==> src/rtl/multicycle_ctrl_pkg.sv <==
// multicycle_ctrl_pkg: state/class encodings, opcode and ALU constants, ALU op helper
package multicycle_ctrl_pkg;
    typedef enum logic [2:0] {S_IF = 3'd0, S_ID = 3'd1, S_EX = 3'd2, S_MEM = 3'd3, S_WB = 3'd4} state_t;
    typedef enum logic [2:0] {C_R, C_I, C_LW, C_SW, C_BEQ, C_ILL} cls_t;
    localparam logic [6:0] OP_R   = 7'b0110011;
    localparam logic [6:0] OP_I   = 7'b0010011;
    localparam logic [6:0] OP_LW  = 7'b0000011;
    localparam logic [6:0] OP_SW  = 7'b0100011;
    localparam logic [6:0] OP_BEQ = 7'b1100011;
    localparam logic [6:0] F7_ALT = 7'b0100000;
    localparam logic [3:0] ALU_AND = 4'b0000;
    localparam logic [3:0] ALU_OR  = 4'b0001;
    localparam logic [3:0] ALU_ADD = 4'b0010;
    localparam logic [3:0] ALU_XOR = 4'b0100;
    localparam logic [3:0] ALU_SUB = 4'b0110;
    localparam logic [3:0] ALU_SLT = 4'b0111;
    localparam logic [3:0] ALU_SRL = 4'b1000;
    localparam logic [3:0] ALU_SLL = 4'b1001;
    localparam logic [3:0] ALU_SRA = 4'b1010;
    // alt selects SUB over ADD and SRA over SRL
    function automatic logic [3:0] alu_op(input logic [2:0] f3, input logic alt);
        case (f3)
            3'b000:  alu_op = alt ? ALU_SUB : ALU_ADD;
            3'b111:  alu_op = ALU_AND;
            3'b110:  alu_op = ALU_OR;
            3'b100:  alu_op = ALU_XOR;
            3'b010:  alu_op = ALU_SLT;
            3'b001:  alu_op = ALU_SLL;
            3'b101:  alu_op = alt ? ALU_SRA : ALU_SRL;
            default: alu_op = ALU_AND;
        endcase
    endfunction
endpackage

==> src/rtl/multicycle_ctrl_if.sv <==
// multicycle_ctrl_if: controller <-> datapath control bundle
interface multicycle_ctrl_if;
    logic [31:0] instr;
    logic        Zero;
    logic        dReady;
    logic        ALUSrc;
    logic [3:0]  ALUCtrl;
    logic        RegWrite;
    logic        MemToReg;
    logic        MemRead;
    logic        MemWrite;
    logic        loadPC;
    logic        PCSrc;
    modport master (input instr, Zero, dReady,
                    output ALUSrc, ALUCtrl, RegWrite, MemToReg, MemRead, MemWrite, loadPC, PCSrc);
    modport slave  (output instr, Zero, dReady,
                    input ALUSrc, ALUCtrl, RegWrite, MemToReg, MemRead, MemWrite, loadPC, PCSrc);
endinterface

==> src/rtl/multicycle_ctrl_alu_decoder.sv <==
// alu_decoder: combinational instr -> ALU control, operand select, class and illegal flag
module alu_decoder
    import multicycle_ctrl_pkg::*;
(
    input  logic [31:0] instr,
    output logic [3:0]  alu_ctrl,
    output logic        alu_src,
    output logic        illegal_dec,
    output cls_t        cls
);
    logic [6:0] opc, f7;
    logic [2:0] f3;
    logic is_r, is_i, is_lw, is_sw, is_beq, bad;
    assign opc = instr[6:0];
    assign f3 = instr[14:12];
    assign f7 = instr[31:25];
    assign is_r = opc == OP_R;
    assign is_i = opc == OP_I;
    assign is_lw = opc == OP_LW;
    assign is_sw = opc == OP_SW;
    assign is_beq = opc == OP_BEQ;
    assign bad = (is_beq && f3 != 3'b000) || ((is_lw || is_sw) && f3 != 3'b010) ||
                 (is_r && f7 != 7'd0 && f7 != F7_ALT) ||
                 (is_r && f7 == F7_ALT && f3 != 3'b000 && f3 != 3'b101);
    assign illegal_dec = !(is_r || is_i || is_lw || is_sw || is_beq) || bad;
    assign cls = illegal_dec ? C_ILL : is_r ? C_R : is_i ? C_I : is_lw ? C_LW : is_sw ? C_SW : C_BEQ;
    assign alu_ctrl = illegal_dec ? ALU_AND : is_r ? alu_op(f3, f7 == F7_ALT) :
                      is_i ? alu_op(f3, f3 == 3'b101 && instr[30]) : is_beq ? ALU_SUB : ALU_ADD;
    assign alu_src = !illegal_dec && (is_i || is_lw || is_sw);
endmodule

==> src/rtl/multicycle_ctrl.sv <==
// multicycle_ctrl: IF/ID/EX/MEM/WB sequencer with branch latch, retire counter and sticky illegal flag
module multicycle_ctrl
    import multicycle_ctrl_pkg::*;
#(
    parameter int CNT_W = 32
) (
    input  logic             clk,
    input  logic             rst,
    multicycle_ctrl_if.master bus,
    output logic [2:0]       state,
    output logic             illegal,
    output logic [CNT_W-1:0] instret
);
    state_t st, nxt;
    cls_t   cls;
    logic   taken_q, ill_dec;
    alu_decoder u_dec (
        .instr(bus.instr), .alu_ctrl(bus.ALUCtrl), .alu_src(bus.ALUSrc),
        .illegal_dec(ill_dec), .cls(cls)
    );
    assign state = st;
    always_ff @(posedge clk or posedge rst) begin
        if (rst) begin
            st <= S_IF;
            taken_q <= 1'b0;
            illegal <= 1'b0;
            instret <= '0;
        end else begin
            st <= nxt;
            taken_q <= st == S_EX ? cls == C_BEQ && bus.Zero : st == S_WB ? 1'b0 : taken_q;
            if (st == S_ID && ill_dec) illegal <= 1'b1;
            if (st == S_WB && !ill_dec) instret <= instret + CNT_W'(1);
        end
    end
    always_comb begin
        nxt = S_IF;
        bus.RegWrite = 1'b0;
        bus.MemToReg = 1'b0;
        bus.MemRead = 1'b0;
        bus.MemWrite = 1'b0;
        bus.loadPC = 1'b0;
        bus.PCSrc = 1'b0;
        case (st)
            S_IF:  nxt = S_ID;
            S_ID:  nxt = ill_dec ? S_WB : S_EX;
            S_EX:  nxt = (cls == C_LW || cls == C_SW) ? S_MEM : S_WB;
            S_MEM: begin
                bus.MemRead = cls == C_LW;
                bus.MemWrite = cls == C_SW;
                nxt = bus.dReady ? S_WB : S_MEM;
            end
            S_WB: begin
                bus.loadPC = 1'b1;
                bus.PCSrc = taken_q;
                bus.RegWrite = cls == C_R || cls == C_I || cls == C_LW;
                bus.MemToReg = cls == C_LW;
            end
            default: nxt = S_IF;
        endcase
    end
endmodule

==> src/flat_wrapper.sv <==
// flat-port wrapper written by rule: the top's interface ports become plain ports
module multicycle_ctrl_flat import multicycle_ctrl_pkg::*;
#(
    parameter int CNT_W = 32
)
  (clk, rst, state, illegal, instret, bus_instr, bus_Zero, bus_dReady, bus_ALUSrc, bus_ALUCtrl, bus_RegWrite, bus_MemToReg, bus_MemRead, bus_MemWrite, bus_loadPC, bus_PCSrc);
  multicycle_ctrl_if bus_i ();
  input  logic clk;
  input  logic rst;
  output logic [2:0] state;
  output logic illegal;
  output logic [CNT_W-1:0] instret;
  input wire logic [$bits(bus_i.instr)-1:0] bus_instr;
  input wire logic [$bits(bus_i.Zero)-1:0] bus_Zero;
  input wire logic [$bits(bus_i.dReady)-1:0] bus_dReady;
  output wire logic [$bits(bus_i.ALUSrc)-1:0] bus_ALUSrc;
  output wire logic [$bits(bus_i.ALUCtrl)-1:0] bus_ALUCtrl;
  output wire logic [$bits(bus_i.RegWrite)-1:0] bus_RegWrite;
  output wire logic [$bits(bus_i.MemToReg)-1:0] bus_MemToReg;
  output wire logic [$bits(bus_i.MemRead)-1:0] bus_MemRead;
  output wire logic [$bits(bus_i.MemWrite)-1:0] bus_MemWrite;
  output wire logic [$bits(bus_i.loadPC)-1:0] bus_loadPC;
  output wire logic [$bits(bus_i.PCSrc)-1:0] bus_PCSrc;
  assign bus_i.instr = bus_instr;
  assign bus_i.Zero = bus_Zero;
  assign bus_i.dReady = bus_dReady;
  assign bus_ALUSrc = bus_i.ALUSrc;
  assign bus_ALUCtrl = bus_i.ALUCtrl;
  assign bus_RegWrite = bus_i.RegWrite;
  assign bus_MemToReg = bus_i.MemToReg;
  assign bus_MemRead = bus_i.MemRead;
  assign bus_MemWrite = bus_i.MemWrite;
  assign bus_loadPC = bus_i.loadPC;
  assign bus_PCSrc = bus_i.PCSrc;
  multicycle_ctrl #(.CNT_W(CNT_W)) u_core (.clk(clk), .rst(rst), .bus(bus_i), .state(state), .illegal(illegal), .instret(instret));
endmodule
==> config.mk <==
export PLATFORM = sky130hd
export DESIGN_NAME = multicycle_ctrl_flat
export DESIGN_NICKNAME = d
export VERILOG_FILES = /design/src/rtl/multicycle_ctrl_pkg.sv /design/src/rtl/multicycle_ctrl_if.sv /design/src/rtl/multicycle_ctrl_alu_decoder.sv /design/src/rtl/multicycle_ctrl.sv /design/src/flat_wrapper.sv
export SDC_FILE = /design/constraint.sdc
export NUM_CORES = 1
export LEC_CHECK = 0
export CAP_MARGIN = 20
export CORE_MARGIN = 2
export CORE_UTILIZATION = 44
export CTS_CLUSTER_DIAMETER = 200
export DETAILED_ROUTE_END_ITERATION = 12
export PLACE_DENSITY = 0.83
export SETUP_SLACK_MARGIN = 0.3
export SYNTH_ARGS = -nofsm -noshare
export SYNTH_HDL_FRONTEND = slang
export SYNTH_HIERARCHICAL = 1
export SYNTH_SLANG_ARGS = --single-unit
==> constraint.sdc <==
create_clock -name clk -period 2.81 [get_ports clk]
set_input_delay 0.281 -clock clk [delete_from_list [all_inputs] [get_ports clk]]
set_output_delay 0.281 -clock clk [all_outputs]
set_load 0.01 [all_outputs]
; After elaboration in Yosys (flattened, before gate mapping)
; Cells that the tools add are included.
[totals]
ff_bits = 37
word_cells = 88
[op_classes]
add_sub_neg = 1
eq_ne = 22
mux = 27
n_reduce_logical = 34
[op_table]
columns = cell, count
row1 = 4-bit one-hot mux with 6 select lines, 2
row2 = 3-bit two-way mux, 11
row3 = "32-bit by 1-bit adder with 32-bit output, second input constant", 1
row4 = "7-bit by 6-bit == test with 1-bit output, second input constant", 3
row5 = "3-bit by 2-bit == test with 1-bit output, second input constant", 5
row6 = "3-bit == test, second input constant", 5
row7 = 1-bit logical OR, 14
row8 = 1-bit logical AND, 12
row9 = 4-bit two-way mux, 3
row10 = 3-bit one-hot mux with 4 select lines, 1
row11 = "3-bit by 1-bit == test with 1-bit output, second input constant", 3
row12 = 3-bit zero test, 3
row13 = 1-bit two-way mux, 8
row14 = "7-bit by 2-bit == test with 1-bit output, second input constant", 1
row15 = "7-bit by 5-bit == test with 1-bit output, second input constant", 1
row16 = "7-bit == test, second input constant", 1
row17 = "7-bit by 6-bit != test with 1-bit output, second input constant", 1
row18 = 7-bit nonzero test, 1
row19 = 2-bit two-way mux, 2
row20 = "3-bit by 2-bit != test with 1-bit output, second input constant", 1
row21 = "3-bit != test, second input constant", 1
row22 = 3-bit nonzero test, 1
row23 = 1-bit zero test, 2
row24 = 2-bit nonzero test, 1

; Longest topological paths before layout
[depth]
word_depth = 12
mapped_depth = 10
mapped_depth_nobuf = 8

; Modules after synthesis
; The synthesis kept the hierarchy.
[by_module_without_submodules]
columns = module, instances, cells_per_inst, area_per_inst_um2, seq_area_each_um2
row1 = multicycle_ctrl, 1, 169, 1791.7, 925.9
row2 = alu_decoder, 1, 49, 381.6, 0.0

; Worst setup path after synthesis
; OpenSTA, ideal clock, no wires.
[synth_path]
path_type = input port to flip-flop
from = input port bus_instr[26]
to = register u_core.instret[27]
setup_time_ns = 0.125
t_arrival_ns = 3.001
required_time_ns = 2.685
setup_slack_ns = -0.317
stages = 9
n_path_buf = 1
path_cell_list = or4_4 > nor4_4 > o211ai_4 > or2_1 > or4b_4 > buf_6 > nor4_1 > nand4_1 > xnor2_1
[synth_via]
elab_chain_len = 8
word_cells_on_any_way = 13
[synth_lines]
columns = item, line
row1 = from (decl), flat_wrapper.sv:13  ; input wire logic [$bits(bus_i.instr)-1:0] bus_instr;
row2 = 7-bit by 6-bit == test with 1-bit output / 7-bit nonzero test (equally long branches), "multicycle_ctrl_alu_decoder.sv:24, multicycle_ctrl_alu_decoder.sv:23"
row3 = "1-bit logical AND, on equally long branches (2 in series)", "multicycle_ctrl_alu_decoder.sv:24, multicycle_ctrl_alu_decoder.sv:23"
row4 = 1-bit logical AND / 1-bit logical OR (equally long branches), "multicycle_ctrl_alu_decoder.sv:24, multicycle_ctrl_alu_decoder.sv:22"
row5 = 1-bit logical OR (*), multicycle_ctrl_alu_decoder.sv:23  ; (is_r && f7 != 7'd0 && f7 != F7_ALT) ||
row6 = 1-bit logical OR (*), multicycle_ctrl_alu_decoder.sv:25  ; assign illegal_dec = !(is_r || is_i || is_lw || is_sw || is_beq) || bad;
row7 = net u_core.ill_dec, multicycle_ctrl.sv:16  ; logic taken_q, ill_dec;
row8 = 1-bit zero test (*), multicycle_ctrl.sv:32  ; if (st == S_WB && !ill_dec) instret <= instret + CNT_W'(1);
row9 = 1-bit logical AND (*), multicycle_ctrl.sv:32
row10 = to (signal assigned), multicycle_ctrl.sv:32
row11 = to (decl), multicycle_ctrl.sv:12  ; output logic [CNT_W-1:0] instret
; The timed path passes the listed nets; every way through them passes the cells marked *.
; A chain may end at the register's enable or synchronous reset.

; Final worst setup path
[layout_path]
from = input port bus_instr[28]
to = output port bus_RegWrite
[layout_via]
elab_chain_len = 11
word_cells_on_any_way = 18
[layout_lines]
columns = item, line
row1 = 7-bit by 6-bit == test with 1-bit output / 7-bit nonzero test (equally long branches), "multicycle_ctrl_alu_decoder.sv:24, multicycle_ctrl_alu_decoder.sv:23"
row2 = "1-bit logical AND, on equally long branches (2 in series)", "multicycle_ctrl_alu_decoder.sv:24, multicycle_ctrl_alu_decoder.sv:23"
row3 = 1-bit logical AND / 1-bit logical OR (equally long branches), "multicycle_ctrl_alu_decoder.sv:24, multicycle_ctrl_alu_decoder.sv:22"
row4 = 1-bit logical OR (*), multicycle_ctrl_alu_decoder.sv:23
row5 = 1-bit logical OR (*), multicycle_ctrl_alu_decoder.sv:25
row6 = 3-bit two-way mux (*), multicycle_ctrl_alu_decoder.sv:26  ; assign cls = illegal_dec ? C_ILL : is_r ? C_R : is_i ? C_I : is_lw ? C_LW : is_sw ? C_SW : C_BEQ;
row7 = net u_core.cls[2], multicycle_ctrl.sv:15  ; cls_t cls;
row8 = 3-bit by 1-bit == test with 1-bit output / 3-bit zero test (equally long branches), multicycle_ctrl.sv:55  ; bus.RegWrite = cls == C_R || cls == C_I || cls == C_LW;
row9 = 1-bit logical OR, multicycle_ctrl.sv:55
row10 = 1-bit logical OR (*), multicycle_ctrl.sv:55
row11 = 1-bit two-way mux (*), multicycle_ctrl.sv:43  ; case (st)
row12 = to (decl), flat_wrapper.sv:18  ; output wire logic [$bits(bus_i.RegWrite)-1:0] bus_RegWrite;
; Marks and branches as above.

==> flow_summary.yaml <==
critical_path:
  path_cells: "buf_6 > or4_4 > nor4_4 > o211ai_4 > buf_6 > or4_4 > buf_4 > buf_6 > a211oi_2 > buf_2"
  start_kind: "primary input"
  cp.buffers_inverters: 5
  setup.worst_path.class: "in2out"
  critPathMaxFanout: 2
  worst_path_max_delay_cell: "or4_4"
  critPathArrivalTime_ns: 2.45
  end_kind: "output port"
  worstPathRequired_ns: 2.53
  crit_family: "simple AND/OR/NAND/NOR gates"
  critPathMaxStageDelay_ns: 0.54
  crit_top_cell: "buf_6"
cts:
  clk_latency_ns: 0.28
  htreeDepth: 2
  clkTransAtPathRegs_ns: 0.07
  clock_sinks: 37
  cts_root_buf: "clkbuf_8"
  clock_path_buffers: 2
  cts_tree: "yes"
  cts_buffers: 5
hold_path:
  hp-class: "in2async"
place:
  post_dp_cell_area_um2: 3210
  dp_hpwl_mm: 4.03
  place_congestion: 0.859
  place.port_buffers: 67
layout:
  drive_gt1_frac: 0.322
  final_nets: 362
  multi_input_area_um2: 1420
  ff_latch_area_um2: 926
  fillers: 336
  area_growth_syn_to_layout_pct: 62.6
  design_area_um2: 3530
  n_antenna_cell: 0
flow_run:
  cap_violations: 0
synth:
  ys_ff_latch: 37
  synth_top_area_frac: 0.426
  yosysWarningCount: 6
  synthFlopType: "dfrtp_1"
  synth_area_leaders: "dfrtp_1 (43%), xnor2_1 (10%), nand4_1 (5.2%)"
  syn_area_um2: 2170
  async_reset_ff_frac: 1.00
  syn_avg_cell_area_um2: 9.97
  synth_edf_count: 0
  synth_common_cells: "dfrtp_1 (37), xnor2_1 (26), nand2_1 (20)"
  syn-num-nets: 255
  synth_top_area_cell: "dfrtp_1"
  syn_inst: 218
  synth.distinct_cells: 50
  yosysSeqAreaShare: 0.426
  synth_most_common_cell: "dfrtp_1"
pwr:
  power_frac_clock: 0.348
  p_comb_frac: 0.196
  power.internal_uw: 995
  power_frac_seq: 0.456
  peakVddDrop_v: 0.000223
  p_sw_uw: 343
  leakage_nw: 1.54
  switching_share: 0.256
  p_per_area_nw_per_um2: 379
sta:
  hold_violations: 0
  fmax_ghz: 0.366
  report.final.slew_viol_count: 0
  finalSetupViolations: 0
  relSlewSlack: 0.494
  skew_ns: 0.00445
  timing.hold.ws_ns: 0.410
  layout_min_cycle_time_ns: 2.73
  post-route-period-util: 0.972
  worst_pin_slew_ns: 0.752
  rsz0062_at_grt: "yes"
grt:
  grt_overflow: 0
  grt_first_pass_wirelength_mm: 9.25
  grt_max_degree: 38
  grt_usage: 0.215
  first_global_vias: 2031
  antenna_found_initial: 0
die:
  die_h_um: 74.3
  rows: 25
  ios: 83
  start_util: 0.457
  dieArea_um2: 5520
  core_um2: 4750
  die_w_um: 74.3
route:
  drtIter0Drc: 114
  antenna_left: 0
  drt_wl_total_mm: 5.93
  drc_errors: 0
  dr.pass1.iters: 4
  vias: 2114
  vias_per_cell: 5.38
  wire_per_inst_um: 15.1
status:
  outcome: "finished clean"
[stage by stage]
stage	total power, mW	worst slack [ns]	util	std cells	TNS (ns)
floorplan	0.742	-0.144	-	218	-0.576
global placement	0.866	-0.535	0.676	378	-12.80
detailed placement	0.874	-0.582	0.676	378	-14.52
CTS	1.35	0.0840	0.718	391	0
global route	1.39	0.0207	0.743	393	0
finish	1.34	0.0785	0.743	393	0
[placed cells by master, fill, tap and decap left out, types with 3 or more instances in the layout]
cell type / instances
nand4_1: 18
or2_2: 3
buf_4: 33
inv_1: 7
xnor2_1: 23
o21ai_0: 3
clkdlybuf4s50_1: 49
clkbuf_8: 6
xor2_1: 6
nor2_1: 6
xnor2_2: 3
nand2_2: 4
nor4_4: 5
dlygate4sd2_1: 10
nand2_1: 16
dfrtp_1: 37
nand3_4: 3
or4_4: 3
a21oi_1: 6
nand3_1: 6
buf_2: 5
nor3_4: 3
nor3_1: 6
nor2b_1: 6
buf_6: 9
[final timing paths]
path / startpoint / to / slack, ns / depth (start not counted)
hold / removal: rst / u_core/instret[28] / 0.41 / 3
hold reg to reg: u_core/instret[31] / u_core/instret[31] / 0.47 / 1
setup reg to reg: u_core/instret[0] / u_core/instret[30] / 0.69 / 5
max in group asynchronous: rst / u_core/illegal / 2.07 / 3
min in group clk: u_core/instret[31] / u_core/instret[31] / 0.47 / 1
setup / recovery: bus_instr[28] / bus_RegWrite / 0.08 / 10
[per-layer routing]
metal  part of all wire  global-route usage
met5                  0                   0
met4              0.022              0.0556
met3              0.048              0.0569
met2               0.55               0.372
met1               0.38               0.269
[power by group through the flow]
stage	sequential (mW)	clock [mW]	combinational [mW]
global route	0.617	0.493	0.285
detailed placement	0.619	0	0.255
global placement	0.618	0	0.248
floorplan	0.595	0	0.147
CTS	0.611	0.481	0.258
finish	0.610	0.466	0.262
[worst register-to-register path, stage by stage (launching register included)]
cell	delay, ns
dfrtp_1	0.45
ha_1	0.23
nand4_1	0.37
or4_4	0.69
nor4_4	0.16
xor2_1	0.16
[cell type report]
cell class	instances	area share
clock inverters	1	0.00850
multi-input cells	167	0.402
well taps	67	0.0237
flip-flops and latches	37	0.262
clock buffers	7	0.0244
inverters	7	0.00743
repair buffers	107	0.272
[registers in the layout (all words and copies together) (netlist names)]
register / count
u_core/taken_q: 1
u_core/illegal: 1
u_core/state: 3
u_core/instret: 32
[cell families after synthesis]
| family | Yosys count | share of synthesized area |
|---|---|---|
| AO/OA/AOI/OAI | 23 | 0.0823 |
| adder cells (fa/ha/maj) | 1 | 0.00576 |
| flip-flops | 37 | 0.426 |
| buffers and inverters | 14 | 0.0392 |
| XOR/XNOR | 32 | 0.129 |
| multiplexers | 1 | 0.00461 |
| AND/OR/NAND/NOR | 110 | 0.313 |
[timing repair]
item	CTS	global route
gates resized for setup	58	20
hold buffers	0	0
buffers inserted	5	2
setup endpoints to repair	43	38
pin swaps	23	17
(Power assumes the default switching activity.)
